<file path="src/rtl/reaction_session_fsm.sv">
// Multi-round reaction timer: random wait, lit, timed press; keeps last/best result in packed BCD.
// States: IDLE, DEBOUNCE, WAIT, MEASURE, EARLY, RESULT, SUMMARY. Define REACTION_PENALTY_EN to count early presses as rounds.
module reaction_session_fsm #(
    parameter int TICK_DIV     = 40,
    parameter int DIGITS       = 6,
    parameter int ROUNDS       = 4,
    parameter int DEBOUNCE_BIT = 19,
    parameter int WAIT_SHIFT   = 11,
    parameter int TIMEOUT_BIT  = 24
) (
    input  logic                           i_clk,
    input  logic                           i_rst,
    input  logic                           i_btn,
    output logic                           o_lit,
    output logic                           o_miss,
    output logic [2:0]                     o_dst,
    output logic [4*DIGITS-1:0]            o_measured,
    output logic [4*DIGITS-1:0]            o_best,
    output logic [$clog2(ROUNDS+1)-1:0]    o_round,
    output logic                           o_done,
    output logic [5:0]                     o_shrnd
);

    localparam int BW  = 4 * DIGITS;
    localparam int RW  = $clog2(ROUNDS + 1);
    localparam int CW0 = (DEBOUNCE_BIT > WAIT_SHIFT + 15) ? DEBOUNCE_BIT : WAIT_SHIFT + 15;
    localparam int CW  = ((CW0 > TIMEOUT_BIT) ? CW0 : TIMEOUT_BIT) + 1;
    localparam int SW  = (TICK_DIV > 1) ? $clog2(TICK_DIV) : 1;
    localparam logic [BW-1:0] ALL_F = '1;
    localparam logic [BW-1:0] ALL_9 = {DIGITS{4'h9}};

    typedef enum logic [2:0] {
        S_IDLE, S_DEBOUNCE, S_WAIT, S_MEASURE, S_EARLY, S_RESULT, S_SUMMARY
    } state_t;

    state_t          state_q, state_d;
    logic [CW-1:0]   cnt_q, cnt_d;
    logic [SW-1:0]   sub_q, sub_d;
    logic [15:0]     rnd_q, rnd_d;
    logic            btn_q;
    logic [RW-1:0]   round_q, round_d;
    logic [BW-1:0]   bcd_q, bcd_d, bcd_inc;
    logic [BW-1:0]   meas_q, meas_d;
    logic [BW-1:0]   best_q, best_d;
    logic            clicked;

    assign clicked = i_btn & ~btn_q;

    // Ripple BCD increment that sticks at all nines instead of wrapping.
    always_comb begin
        logic carry;
        bcd_inc = bcd_q;
        carry   = 1'b1;
        for (int i = 0; i < DIGITS; i++) begin
            if (carry) begin
                if (bcd_q[4*i +: 4] == 4'h9) begin
                    bcd_inc[4*i +: 4] = 4'h0;
                end else begin
                    bcd_inc[4*i +: 4] = bcd_q[4*i +: 4] + 4'h1;
                    carry = 1'b0;
                end
            end
        end
        if (bcd_q == ALL_9) bcd_inc = bcd_q;
    end

    always_comb begin
        state_d = state_q;
        cnt_d   = cnt_q;
        sub_d   = sub_q;
        rnd_d   = rnd_q;
        round_d = round_q;
        bcd_d   = bcd_q;
        meas_d  = meas_q;
        best_d  = best_q;
        case (state_q)
            S_IDLE: begin
                rnd_d = {rnd_q[14:0], ((rnd_q[15] ^ rnd_q[13]) ~^ rnd_q[12]) ^ rnd_q[10]};
                cnt_d = '0;
                if (clicked) state_d = S_DEBOUNCE;
            end
            S_DEBOUNCE: begin
                if (cnt_q[DEBOUNCE_BIT]) begin
                    state_d = S_WAIT;
                    cnt_d   = '0;
                end else begin
                    cnt_d = cnt_q + CW'(1);
                end
            end
            S_WAIT: begin
                if (clicked) begin
                    state_d = S_EARLY;
                    cnt_d   = '0;
`ifdef REACTION_PENALTY_EN
                    meas_d  = ALL_9;
                    round_d = round_q + RW'(1);
                    if (best_q == ALL_F) best_d = ALL_9;
`endif
                end else if (cnt_q[WAIT_SHIFT+15:WAIT_SHIFT] >= rnd_q) begin
                    state_d = S_MEASURE;
                    cnt_d   = '0;
                    bcd_d   = '0;
                    sub_d   = '0;
                end else begin
                    cnt_d = cnt_q + CW'(1);
                end
            end
            S_MEASURE: begin
                cnt_d = cnt_q + CW'(1);
                if (sub_q == SW'(TICK_DIV - 1)) begin
                    sub_d = '0;
                    bcd_d = bcd_inc;
                end else begin
                    sub_d = sub_q + SW'(1);
                end
                if (cnt_q[TIMEOUT_BIT]) begin
                    state_d = S_IDLE;
                    cnt_d   = '0;
                    meas_d  = ALL_F;
                end else if (clicked) begin
                    state_d = S_RESULT;
                    cnt_d   = '0;
                    meas_d  = bcd_q;
                    round_d = round_q + RW'(1);
                    if (bcd_q < best_q) best_d = bcd_q;
                end
            end
            S_EARLY: begin
                cnt_d = cnt_q + CW'(1);
                if (cnt_q[TIMEOUT_BIT]) begin
                    cnt_d = '0;
`ifdef REACTION_PENALTY_EN
                    state_d = (round_q == RW'(ROUNDS)) ? S_SUMMARY : S_IDLE;
`else
                    state_d = S_IDLE;
`endif
                end
            end
            S_RESULT: begin
                cnt_d = cnt_q + CW'(1);
                if (cnt_q[TIMEOUT_BIT] || clicked) begin
                    cnt_d   = '0;
                    state_d = (round_q == RW'(ROUNDS)) ? S_SUMMARY : S_IDLE;
                end
            end
            S_SUMMARY: begin
                cnt_d = '0;
                if (clicked) begin
                    round_d = '0;
                    best_d  = ALL_F;
                    state_d = S_IDLE;
                end
            end
            default: begin
                state_d = S_IDLE;
                cnt_d   = '0;
            end
        endcase
    end

    always_ff @(posedge i_clk) begin
        if (i_rst) begin
            state_q <= S_IDLE;
            cnt_q   <= '0;
            sub_q   <= '0;
            rnd_q   <= 16'hDEAD;
            btn_q   <= 1'b0;
            round_q <= '0;
            bcd_q   <= '0;
            meas_q  <= ALL_F;
            best_q  <= ALL_F;
        end else begin
            state_q <= state_d;
            cnt_q   <= cnt_d;
            sub_q   <= sub_d;
            rnd_q   <= rnd_d;
            btn_q   <= i_btn;
            round_q <= round_d;
            bcd_q   <= bcd_d;
            meas_q  <= meas_d;
            best_q  <= best_d;
        end
    end

    always_comb begin
        o_dst = 3'b000;
        case (state_q)
            S_DEBOUNCE, S_WAIT: o_dst = 3'b001;
            S_MEASURE:          o_dst = 3'b010;
            S_EARLY:            o_dst = 3'b011;
            S_RESULT:           o_dst = 3'b110;
            S_SUMMARY:          o_dst = 3'b111;
            default:            o_dst = 3'b000;
        endcase
    end

    assign o_lit      = (state_q == S_MEASURE);
    assign o_miss     = (state_q == S_EARLY);
    assign o_done     = (state_q == S_SUMMARY);
    assign o_measured = meas_q;
    assign o_best     = best_q;
    assign o_round    = round_q;
    assign o_shrnd    = rnd_q[5:0];

endmodule

</file>
<file path="config.mk">
export PLATFORM = sky130hd
export DESIGN_NAME = reaction_session_fsm
export DESIGN_NICKNAME = d
export VERILOG_FILES = /design/src/rtl/reaction_session_fsm.sv
export SDC_FILE = /design/constraint.sdc
export NUM_CORES = 1
export LEC_CHECK = 0
export ABC_AREA = 1
export BUFFER_PORTS_ARGS = -buffer_cell sky130_fd_sc_hd__clkbuf_2
export CORE_ASPECT_RATIO = 1.5
export CORE_MARGIN = 3
export CORE_UTILIZATION = 55
export DETAILED_ROUTE_END_ITERATION = 16
export PLACE_DENSITY = 0.82
export SETUP_SLACK_MARGIN = 0.15
export SLEW_MARGIN = 10
export SYNTH_ARGS = -nofsm -noshare
export SYNTH_HDL_FRONTEND = slang
export SYNTH_SLANG_ARGS = --single-unit
</file>
<file path="constraint.sdc">
create_clock -name i_clk -period 2.6 [get_ports i_clk]
set_clock_uncertainty 0.05 [all_clocks]
set_input_delay 0 -clock i_clk [delete_from_list [all_inputs] [get_ports i_clk]]
set_output_delay 0 -clock i_clk [all_outputs]
set_load 0.02 [all_outputs]
</file>
==> impl_summary.md, run 1 <==
Yosys
The number of nets in the synthesized netlist is 1,064. Yosys mapped the design onto 44 distinct sky130hd cell types. The largest area contributor in the synthesized netlist is dfxtp_1.

By area the synthesized netlist is led by dfxtp_1, nand2_1, ha_1. In this run the biggest area consumer among cell types represents 35.6% of the synthesized area. Summing every instance area after synthesis gives 7190 um^2. The share of flip-flops with an asynchronous set or reset after synthesis is 0%. The most used flip-flop cell after synthesis is dfxtp_1. The total of warnings raised by yosys is 0. Counting flops with a built-in enable in the synthesized netlist gives 0. Of the synthesized area, sequential elements account for 35.6%. The register bit count reported by yosys is 128.

Synthesis produced 1,004 cells. The synthesized area divided by synthesized cell count is 7.16 um^2.

Critical path
STA classifies the critical path startpoint as a register. The worst setup path is of the reg -> reg kind. In this run the worst path has a maximum fanout of 17. At the worst endpoint, the arrival time is 2.48 ns. The category of the worst setup path capture point is a register.

The data required time at the worst endpoint is 2.82 ns.

Clock network
The H-tree generated during clock tree synthesis spans 4 levels. The buffer levels on the longest clock path is 2. The number of clock buffers added by TritonCTS is 17. The count of clock tree sinks is 128. After clock tree synthesis, the clock-pin slew on the worst setup and hold paths is 0.06 ns.

The root buffer cell chosen for the clock tree is clkbuf_16. The TritonCTS clock tree is built. The clock latency on the worst-skew pair is 0.42 ns.

Power and ir drop
The proportion of power drawn by the clock network is 35.3%. The internal portion of total power is 4.82 mW. Summed over all cells, the static leakage comes to 4.31 nW.

Combinational cells account for 29.3% of the total power. The total power per unit cell area is 894 nW/um^2. The peak supply drop is 0.000469 V. The proportion of power drawn by flip-flops and latches is 35.3%. The switching power is 2.73 mW. The proportion of total power due to net switching is 36.1%.

Floorplan
The core footprint is 12,600 um^2. The floorplan step set the die height to 146 um. The horizontal extent of the die is 99.4 um. The starting density of the core is 56.9%. The number of top-level design ports is 66.

The number of placement rows is 50. The die footprint is 14,500 um^2.

Drt
The final layout contains routed wiring with a total length of 18,000 um. Using the TritonRoute via totals, the vias-per-cell ratio works out to 5.45. In the routed design, unresolved DRC markers number 0.

The total number of vias is 6,793. The number of DRC violations after detailed-routing iteration 0 is 329. The residual antenna-violating net count after detailed routing is 0. The detailed-routing iteration count for the pre-antenna-repair pass is 5.

The average routed wire per standard cell is 14.4 um.

Timing
The worst relative slew slack is 57.6%. The final hold slack is 0.312 ns. The total count of max-transition violations in the final report is 0. The hold violation count in the final report came to 0.

Setup violations remaining at the end of the flow were counted as 0. For this run, the top clock speed supported by timing is 0.442 GHz. Setup repair after global routing could not meet its margin everywhere.

The worst path uses 87.0% of the clock period. The slew at the pin with the worst max-slew slack is 0.635 ns. The total negative setup slack is 0 ns. The worst path needs 2.26 ns of the cycle, external delays included. The worst setup slack after layout is 0.338 ns.

Final layout
The multi-input combinational cells in the finished layout cover a total of 3940 um^2. The filler cells instantiated in the layout total 1,052. The final layout contains 1,138 nets. The combined flip-flop and latch cell area is 2570 um^2. The post-route netlist has 14.8% of its cells at a drive strength greater than 1. The area overhead of the layout relative to synthesis is 17.5%. The repair_antennas step left the layout with diodes totalling 0.

Hold path
The worst hold path class is in -> reg.

Global routing
After global routing the overflow that remains totals 0. The maximum number of pins on one net before global-route repair is 62. The initial antenna violation count is 0. The number of global-route vias before repair is 6,550. The overall fraction of global-route tracks in use is 25.3%. The wire length of the first global-routing pass is 30,200 um.

Placed design
The routability congestion estimate from global placement is 0.944. Detailed placement finished with a half-perimeter wire length of 12,600 um. During placement, the flow inserted port buffers numbering 65.

OpenSTA, run right after detailed placement, puts the worst setup slack at 0.112 ns.

Flow run
Across the run, the number of max-cap violations was 0.

Status
The run finished with clean final reports.
timing repair:
item / in CTS / in global routing
gates resized for setup: 1 / 16
pin swaps: 0 / 5
hold endpoints to repair: 4 / 0
hold buffers: 2 / 0
setup endpoints to repair: 1 / 17
setup buffers: 0 / 4
metal layers:
metal  up-vias  wire length (um)  GRT usage (%)
met5         -                 0              0
met4         0               573           10.4
met3        52               732           5.02
met2       167              9820           46.7
met1      3167              6890           27.7
li1       3407                 -              -
state kept, by name, indices dropped and copies added (netlist names):
register / count
cnt_q: 27
rnd_q: 16
o_best: 24
sub_q: 6
bcd_q: 24
o_measured: 24
state_q: 3
o_round: 3
btn_q: 1
cell usage in the layout, fill, tap and decap left out, types with 3 or more instances in the layout:
master     synthesis  final
o22ai_1           14     14
buf_4              6     25
nor2_1           104    102
o211ai_1           3      3
inv_1            141    141
bufinv_16          0      5
clkinv_2           0      3
clkbuf_2           0     65
nor3_4             1      4
clkbuf_16          0     17
nand2_4            2      3
nor3b_2            3      3
nor2_2             1      3
dfxtp_1          128    125
nand2_2            4      3
nand3_1           90     88
nand2_1          220    220
nor2_4             3      3
o32ai_1           10     10
o21ai_0           25     25
ha_1              57     56
a21oi_1           59     59
nand4_1           14     14
xor2_1            17     17
o21bai_1          15     15
xnor2_1            8      8
nor3_2             6      5
nand3_2            1      3
inv_2              4      4
nor3_1            17     15
worst max-delay path, stage by stage, from the launching register on:
cell and delay, ns:
dfxtp_1 0.35, inv_1 0.06, ha_1 0.29, nand2_1 0.06, nor2_1 0.14, nand4_1 0.22
a21oi_1 0.22, nor2_1 0.08, nand2_1 0.06, nand2_1 0.14, buf_4 0.25, nand3_1 0.09
nand3_1 0.08
synth_stat cells, types with 4 or more instances:
master / n
o32ai_1: 10
o21ai_0: 25
o22ai_1: 14
nand2_1: 220
xor2_1: 17
nand2_2: 4
a21oi_1: 59
nor3_2: 6
o21bai_1: 15
clkbuf_1: 17
nand4_1: 14
nor2_1: 104
inv_2: 4
nand3_1: 90
xnor2_1: 8
buf_6: 5
ha_1: 57
buf_2: 7
nor3_1: 17
buf_4: 6
inv_1: 141
dfxtp_1: 128
layout make-up:
cell class,instances,share of cell area [%]
Clock inverter,13,2.46
Multi-Input combinational cell,693,46.6
Timing Repair Buffer,92,6.31
Clock buffer,19,5.36
Inverter,146,6.49
Sequential cell,128,30.4
Tap cell,156,2.31
power groups by stage:
| stage | sequential [mW] | combinational [mW] | clock, mW |
|---|---|---|---|
| floorplan | 2.67 | 1.60 | 0 |
| global placement | 2.69 | 2.06 | 0 |
| detailed placement | 2.69 | 2.12 | 0 |
| CTS | 2.66 | 2.18 | 2.68 |
| global route | 2.71 | 2.53 | 2.77 |
| finish | 2.67 | 2.21 | 2.67 |
per-stage QoR:
stage | power, mW | utilization (%) | instance area [um^2] | std cells
after floorplan | 4.27 | - | 7190 | 1004
after global placement | 4.75 | 60.6 | 7660 | 1209
after detailed placement | 4.82 | 60.6 | 7660 | 1209
after CTS | 7.52 | 66.0 | 8350 | 1243
after global routing | 8.01 | 66.8 | 8440 | 1247
final | 7.55 | 66.8 | 8440 | 1247
path summary, 6_finish.rpt:
path / startpoint / to / slack [ns] / cells after the start
setup / recovery: o_best[23] / o_best[13] / 0.34 / 12
setup reg to reg: o_best[23] / o_best[13] / 0.34 / 12
hold / removal: i_btn / btn_q / 0.31 / 4
hold reg to reg: cnt_q[0] / cnt_q[0] / 0.41 / 1
cell families after synthesis:
kind of cell / after synthesis / synth area share (%)
flops: 128 / 35.6
xor+xnor: 25 / 3.05
fa+ha+maj: 57 / 9.92
compound gates: 134 / 11.1
simple gates: 477 / 29.8
buf+inv: 183 / 10.5
No activity file was read; power rests on OpenSTA's default activity.
==> run 2, diff against run 1 <==
--- a/config.mk
+++ b/config.mk
@@ -5,13 +5,15 @@
 export SDC_FILE = /design/constraint.sdc
 export NUM_CORES = 1
 export LEC_CHECK = 0
-export ABC_AREA = 1
 export BUFFER_PORTS_ARGS = -buffer_cell sky130_fd_sc_hd__clkbuf_2
+export CELL_PAD_IN_SITES_DETAIL_PLACEMENT = 0
+export CELL_PAD_IN_SITES_GLOBAL_PLACEMENT = 1
 export CORE_ASPECT_RATIO = 1.5
 export CORE_MARGIN = 3
-export CORE_UTILIZATION = 55
+export CORE_UTILIZATION = 45
+export CTS_BUF_LIST = sky130_fd_sc_hd__clkbuf_8 sky130_fd_sc_hd__clkbuf_16
 export DETAILED_ROUTE_END_ITERATION = 16
-export PLACE_DENSITY = 0.82
+export PLACE_DENSITY = 0.87
 export SETUP_SLACK_MARGIN = 0.15
 export SLEW_MARGIN = 10
 export SYNTH_ARGS = -nofsm -noshare
==> run 2 against run 1 <==
Effect of this change:
- critical path depth fell by 2
- cell area increased by 0.47%
- sequential share of layout area is 0.063 points higher
- register-to-register slack worse by 0.11 ns
- non-clock buffer count grew 32
- sequential power is 19% lower
==> impl_summary.md, run 2 <==
Status
The run finished with clean final reports.

Yosys
The largest area contributor in the synthesized netlist is dfxtp_1. The sequential element share of the synthesized area is 38.0% (+2.3 points). The total of warnings raised by yosys is 0 (unchanged). The most instantiated library cell after synthesis is dfxtp_1. The share of flip-flops with an asynchronous set or reset after synthesis came to 0% (unchanged). After synthesis, the cell types taking the most area are dfxtp_1, ha_1, nor2_1.

In the synthesized netlist the dominant register cell turns out to be dfxtp_1. The number of nets in the synthesized netlist is 878 (-17%). The cell count after synthesis is 818 (-19%). The number of enable flip-flop cells after synthesis is 0 (unchanged). The register bit count reported by yosys was 128 (unchanged). The synthesized area divided by synthesized cell count is 8.25 um^2 (+15%). The count of cell types in the netlist was 56 (+27%). By count the netlist is led by dfxtp_1, nor2_1, nand2_1, inv_1, ha_1. The area of the mapped netlist is 6750 um^2 (-6.1%). The area fraction of the dominant cell type after synthesis is 38.0% (+2.3 points).

Final layout
The share of post-route cells with drive strength above 1 is 22.5% (+7.6 points). The area growth from synthesis to layout is 25.7%. The multi-input gate area in the final layout is 4000 um^2 (+1.5%). The flip-flop count of the largest register, all copies and words added is 27 (unchanged). The register containing the most flip-flops in the final layout is cnt_q. The combined flip-flop and latch cell area is 2590 um^2 (+0.68%). The number of nets in the final layout is 981 (-14%). The library cell used most frequently in the layout, excluding fill and tap cells, is dfxtp_1. Leaving out fill and tap cells, the most frequent cells in the layout are dfxtp_1, nand2_1, nor2_1. The non-filler instance count after layout was 1,130 (-9.4%). The count of filler cells inserted in the layout was 1,411 (+34%).

The count of antenna diodes in the layout is 0 (unchanged).

Floorplan
The number of placement rows is 54 (+8.0%). The core footprint is 14,600 um^2 (+15%). The horizontal extent of the die is 106 um (+6.7%).

The die footprint came to 16,500 um^2 (+14%). The die height is 156 um (+6.8%). The starting density of the core came to 46.2% (-11 points). The number of top-level design ports was 66 (unchanged).

Critical path
The critical path goes through inv_1 > ha_1 > nor2_1 > nor3_4 > a21oi_2 > o41ai_2 > buf_4 > nand4_1 > or4_1 > a21oi_1. The data required time at the worst endpoint is 2.90 ns (+0.08 ns). The source of the critical timing path is rnd_q[3].

The worst setup path is captured at a register. The arrival time at the worst endpoint is 2.68 ns (+0.20 ns). For this design, the slowest cell found on the critical path is or4_1. The longest individual stage delay on the worst path is 0.51 ns (+0.16 ns). The critical path startpoint category is a register. The critical path class is reg -> reg. The largest fanout on the critical path is 7 (-10).

The launching point of the worst reg2reg path is rnd_q[3].

Timing
The worst setup slack after layout is 0.224 ns (-0.113 ns). The timing-limited maximum frequency is 0.421 GHz (-4.8%). Setup repair after global routing left no endpoint under its margin. The hold violation count in the final report is 0 (unchanged). The setup-violating endpoint count in the final report is 0 (unchanged). The total count of max-transition violations in the final report is 0 (unchanged). The worst relative slew slack came to 22.7% (-35 points). The part of the cycle the worst path needs is 91.4% (+4.4 points). The slew at the pin with the worst max-slew slack is 1.16 ns (+0.522 ns). The minimum clock period after layout is 2.38 ns (+0.113 ns).

Clock network
The root buffer selected by CTS is clkbuf_16. The level count of the clock H-tree is 4 (unchanged). The TritonCTS clock tree is built. The clock-pin transition on the worst setup and hold timing paths was 0.06 ns (about the same). The count of clock tree sinks is 128 (unchanged). The clock latency on the worst-skew pair is 0.43 ns (about the same).

The buffer levels on the longest clock path came to 2 (unchanged). The number of buffers created by CTS is 17 (unchanged).

Global routing
The overall fraction of global-route tracks in use is 21.2% (-4.1 points). The total grt overflow is 0 (unchanged). The number of global-route vias before repair was 5,893 (-10%). The maximum number of pins on one net before global-route repair came to 59 (-4.8%). The initial antenna violation count is 0 (unchanged). The wire length of the first global-routing pass is 28,500 um (-5.5%).

Placed design
The post-DP HPWL was 12,300 um (-2.7%). The routability congestion estimate from global placement is 0.801 (-15%). The count of placed standard cells including taps is 1,077 (-11%).

The total of buffers placed on input and output ports came to 65 (unchanged). The worst setup timing slack at the placement stage is -0.0590 ns (-0.171 ns).

Drt
The detailed-routing iteration count for the pre-antenna-repair pass is 4 (-1). The average routed wire per standard cell came to 15.6 um (+8.0%). The post-detailed-route via-to-cell ratio is 5.39 (-1.0%). The number of design rule violations left after detail routing is 0 (unchanged). The number of DRC violations after detailed-routing iteration 0 is 273 (-17%). The final wirelength is 17,600 um (-2.1%). The residual antenna-violating net count after detailed routing is 0 (unchanged). The total number of vias was 6,094 (-10%).

Power and ir drop
The peak supply drop is 0.000353 V (-25%). The total power per unit cell area came to 671 nW/um^2 (-25%). The leakage power summed over all cells was 3.67 nW (-15%).

Hold path
In this run the worst hold path is classified as reg -> reg. The worst min-delay path startpoint is cnt_q[0].

Flow run
The number of max-cap violations is 0 (unchanged).
-- run 2: cell types whose count changed in the layout (fill, tap and decap cells not counted), sizes merged, moves of 19 or more --
cell / change
nand2: -131
inv: -86
nand3: -58
buf: +31
mux2i: +28
nor3: +19
-- run 2: worst max-delay path: cells and delay by family (launching register included) --
kind	cells	cell delay, ns
buf+inv	2	0.30
compound gates	3	0.43
fa+ha+maj	1	0.29
simple gates	4	0.88
flops	1	0.36
-- run 2: per-stage QoR --
step                util [%]  hold slack, ns  total power [mW]  instance area (um^2)  setup TNS (ns)
floorplan                  -          0.0782              2.86                  6760               0
global placement        50.9           0.194              3.07                  7430          -0.228
detailed placement      50.9           0.200              3.08                  7430          -0.455
CTS                     55.6           0.383              5.57                  8120               0
global route            58.1           0.410              5.95                  8480               0
finish                  58.1           0.382              5.69                  8480               0
-- run 2: area by class of cell --
| cell class | instances | area share [%] |
|---|---|---|
| well taps | 196 | 2.89 |
| clock inverters | 13 | 1.92 |
| multi-input cells | 591 | 47.1 |
| repair buffers | 124 | 9.63 |
| clock buffers | 19 | 5.34 |
| flip-flops and latches | 128 | 30.5 |
| inverters | 59 | 2.61 |
-- run 2: final timing paths --
| kind | depth (start not counted) | to | slack (ns) |
|---|---|---|---|
| max | 10 | bcd_q[11] | 0.22 |
| min | 1 | cnt_q[0] | 0.38 |
| max reg2reg | 10 | bcd_q[11] | 0.22 |
| min reg2reg | 1 | cnt_q[0] | 0.38 |
-- run 2: per-layer routing --
layer / wire, um / vias up / share of wire (%) / track usage, %
met5: 0 / - / 0 / 0
met4: 531 / 0 / 3.0 / 8.33
met3: 476 / 34 / 2.7 / 4.22
met2: 9460 / 92 / 54 / 39.7
met1: 7160 / 2903 / 41 / 23.5
li1: - / 3065 / - / -
-- run 2: where the power goes --
part	internal (mW)	switching, mW	leakage, nW
sequential	2.08	0.0791	1.04
clock	1.56	0.916	0.301
combinational	0.401	0.654	2.33
-- run 2: what timing repair did --
item                                    in CTS  in global routing
buffers inserted                             4                  9
pin swaps                                    1                 26
hold endpoints to repair                     7                  0
hold buffers                                 3                  0
endpoints found under the setup margin      33                 67
gates cloned                                 0                  5
gates resized for setup                      4                 63
-- run 2: logic make-up after synthesis --
group	share of synthesized area (%)
adders and majority gates	10.6
muxes	4.32
and+or+nand+nor	22.4
AOI/OAI and AO/OA	14.2
DFF	38.0
xor gates and xnor gates	3.76
buffers and inverters	6.71
==> run 3, diff against run 2 <==
--- a/config.mk
+++ b/config.mk
@@ -13,7 +13,7 @@
 export CORE_UTILIZATION = 45
 export CTS_BUF_LIST = sky130_fd_sc_hd__clkbuf_8 sky130_fd_sc_hd__clkbuf_16
 export DETAILED_ROUTE_END_ITERATION = 16
-export PLACE_DENSITY = 0.87
+export PLACE_DENSITY_LB_ADDON = 0.1
 export SETUP_SLACK_MARGIN = 0.15
 export SLEW_MARGIN = 10
 export SYNTH_ARGS = -nofsm -noshare
==> run 3 against run 2 <==
Effect of this change:
- combinational power about the same
- cell area up 2.2%
- critical path depth down 2
- worst setup slack worse by 0.095 ns
- wire length up 9.2%
- utilization up 1.3 points
- register-to-register slack worse by 0.095 ns
- final cell count up 0.44%
- non-clock buffer count up 8
- largest cell class unchanged
==> impl_summary.md, run 3 (synthesized netlist as in run 2, its figures left out) <==
Status
The run finished with clean final reports.

Global routing
The met3 usage in global routing was 4.35% (+0.12 points). The busiest layer in global routing is met2. The total grt overflow was 0 (unchanged). The number of global-route vias before repair came to 6,075 (+3.1%). The met1 layer usage reported by global route is 24.4% (+0.89 points).

The initial antenna violation count is 0 (unchanged). The wire length of the first global-routing pass was 30,300 um (+6.2%). The maximum number of pins on one net before global-route repair is 28 (-53%).

The overall fraction of global-route tracks in use came to 22.9% (+1.6 points). The global routing met2 resource utilization came to 43.5% (+3.9 points).

Clock network
CTS placed an instance of clkbuf_16 at the clock tree root. The count of clock tree sinks is 128 (unchanged). The clock-pin transition on the worst setup and hold timing paths came to 0.05 ns (about the same).

The clock latency on the worst-skew pair came to 0.42 ns (about the same). The level count of the clock H-tree is 4 (unchanged). The number of buffers created by CTS is 17 (unchanged). The TritonCTS clock tree is built.

The buffer levels on the longest clock path is 2 (unchanged).

Timing
The slew at the pin with the worst max-slew slack is 0.854 ns (-0.303 ns). The part of the cycle the worst path needs is 95.0% (+3.7 points). The hold violation count in the final report is 0 (unchanged).

The total count of max-transition violations in the final report is 0 (unchanged). Setup repair after global routing could not meet its margin everywhere. The worst relative slew slack is 42.8% (+20 points).

The minimum clock period after layout is 2.47 ns (+0.0952 ns). The setup-violating endpoint count in the final report is 0 (unchanged). The total negative setup slack is 0 ns (unchanged). The timing-limited maximum frequency is 0.405 GHz (-3.9%).

Floorplan
The core footprint is 14,600 um^2 (unchanged). The number of placement rows is 54 (unchanged). The number of top-level design ports came to 66 (unchanged).

The starting density of the core is 46.2% (unchanged). The horizontal extent of the die was 106 um (unchanged). The die height came to 156 um (unchanged). The die footprint came to 16,500 um^2 (unchanged).

Power and ir drop
The proportion of total power due to net switching is 28.2% (-0.77 points). The post-layout total power is 5.70 mW (+0.21%). The proportion of power drawn by flip-flops and latches was 38.3% (+0.3 points).

The total power per unit cell area is 658 nW/um^2 (-1.9%). The internal portion of total power came to 4.10 mW (+1.3%). The switching power is 1.61 mW (-2.4%). The combinational group share of total power came to 19.2% (+0.7 points). The proportion of power drawn by the clock network was 42.5% (-1.0 points). The leakage power summed over all cells is 3.69 nW (+0.70%). The peak supply drop came to 0.000343 V (-3.0%).

Critical path
The category of the worst setup path capture point is a register. The arrival time at the worst endpoint is 2.77 ns (+0.09 ns). The worst setup path is launched from a register. The critical path class is reg -> reg. The largest fanout on the critical path was 7 (unchanged).

The data required time at the worst endpoint was 2.90 ns (about the same).

Flow run
The number of max-cap violations is 0 (unchanged).

Placed design
The total of buffers placed on input and output ports is 65 (unchanged). The routability congestion estimate from global placement came to 0.871 (+8.7%). The post-DP HPWL is 13,100 um (+7.3%).

Final layout
The multi-input gate area in the final layout is 4110 um^2 (+2.8%). The register containing the most flip-flops in the final layout is cnt_q. From synthesis to final layout, the design area changed by 28.5%. The number of nets in the final layout was 988 (+0.71%). The share of post-route cells with drive strength above 1 is 26.3% (+3.8 points). The flip-flop count of the largest register, all copies and words added came to 27 (unchanged). The count of antenna diodes in the layout is 0 (unchanged). The count of filler cells inserted in the layout is 1,354 (-4.0%). The library cell used most frequently in the layout, excluding fill and tap cells, is dfxtp_1.

The combined flip-flop and latch cell area is 2600 um^2 (+0.44%). The top cell types in the final layout, fill and taps aside, are dfxtp_1, nand2_1, nor2_1.

Drt
The number of DRC violations after detailed-routing iteration 0 came to 328 (+20%). The residual antenna-violating net count after detailed routing is 0 (unchanged). The average routed wire per standard cell was 17.0 um (+8.7%). The detailed-routing iteration count for the pre-antenna-repair pass is 4 (unchanged).

The number of design rule violations left after detail routing is 0 (unchanged). The post-detailed-route via-to-cell ratio came to 5.50 (+2.1%). The total number of vias is 6,248 (+2.5%).

The final wirelength was 19,300 um (+9.2%).

Hold path
The worst hold path class is in -> reg.
run 3: cell count changes in the layout (fill, tap and decap cells not counted), moves of 8 or more:
cell	change
ha_4	+8
ha_1	-8
dfxtp_1	-11
dfxtp_2	+12
nor2_2	+12
run 3: layer usage:
metal / share of wire, % / vias to the layer above / wire length [um]
met5: 0 / - / 0
met4: 3.3 / 0 / 640
met3: 2.7 / 46 / 518
met2: 56 / 116 / 10700
met1: 38 / 3002 / 7350
li1: - / 3084 / -
run 3: power groups by stage:
stage / logic, mW / registers (mW) / clock network [mW]
2_1_floorplan: 0.649 / 2.22 / 0
3_3_place_gp: 0.852 / 2.20 / 0
3_5_place_dp: 0.858 / 2.21 / 0
4_1_cts: 0.878 / 2.17 / 2.48
5_1_grt: 1.20 / 2.20 / 2.56
6_report: 1.09 / 2.18 / 2.43
run 3: stage by stage:
| stage | instance area (um^2) | instances | setup slack [ns] | utilization [%] | hold slack [ns] |
|---|---|---|---|---|---|
| floorplan | 6760 | 818 | 0.181 | - | 0.0782 |
| global placement | 7450 | 1080 | 0.116 | 51.0 | 0.189 |
| detailed placement | 7450 | 1080 | 0.0635 | 51.0 | 0.206 |
| CTS | 8120 | 1117 | 0.123 | 55.6 | 0.0171 |
| global route | 8670 | 1135 | 0.0482 | 59.4 | 0.0432 |
| finish | 8670 | 1135 | 0.129 | 59.4 | 0.0487 |
run 3: cell type report:
cell class              count  share of cell area [%]
flip-flops and latches    128                    30.0
inverters                  59                    2.55
clock buffers              21                    5.54
clock inverters             9                    1.34
repair buffers            132                    10.3
well taps                 196                    2.83
multi-input cells         590                    47.4
run 3: timing repair:
action                     in CTS  in global routing
gates resized for setup         4                 95
setup buffers                   2                 14
hold endpoints to repair       10                  0
hold buffers                    4                  0
pin swaps                       1                 22
cloned                          1                  4
setup endpoints to repair      26                 68
run 3: worst max-delay path, stage by stage (launching register included):
cell,delay (ns)
dfxtp_1,0.34
inv_1,0.09
ha_4,0.29
nand4_1,0.11
o41ai_2,0.36
buf_4,0.22
nand4_1,0.20
or4_4,0.59
a21oi_2,0.14
run 3: path summary, 6_finish.rpt:
| check | start | to | slack [ns] | cells past startpoint |
|---|---|---|---|---|
| setup / recovery | rnd_q[15] | bcd_q[11] | 0.13 | 8 |
| setup reg to reg | rnd_q[15] | bcd_q[11] | 0.13 | 8 |
| hold / removal | i_rst | cnt_q[24] | 0.05 | 4 |
| hold reg to reg | cnt_q[0] | cnt_q[0] | 0.39 | 1 |
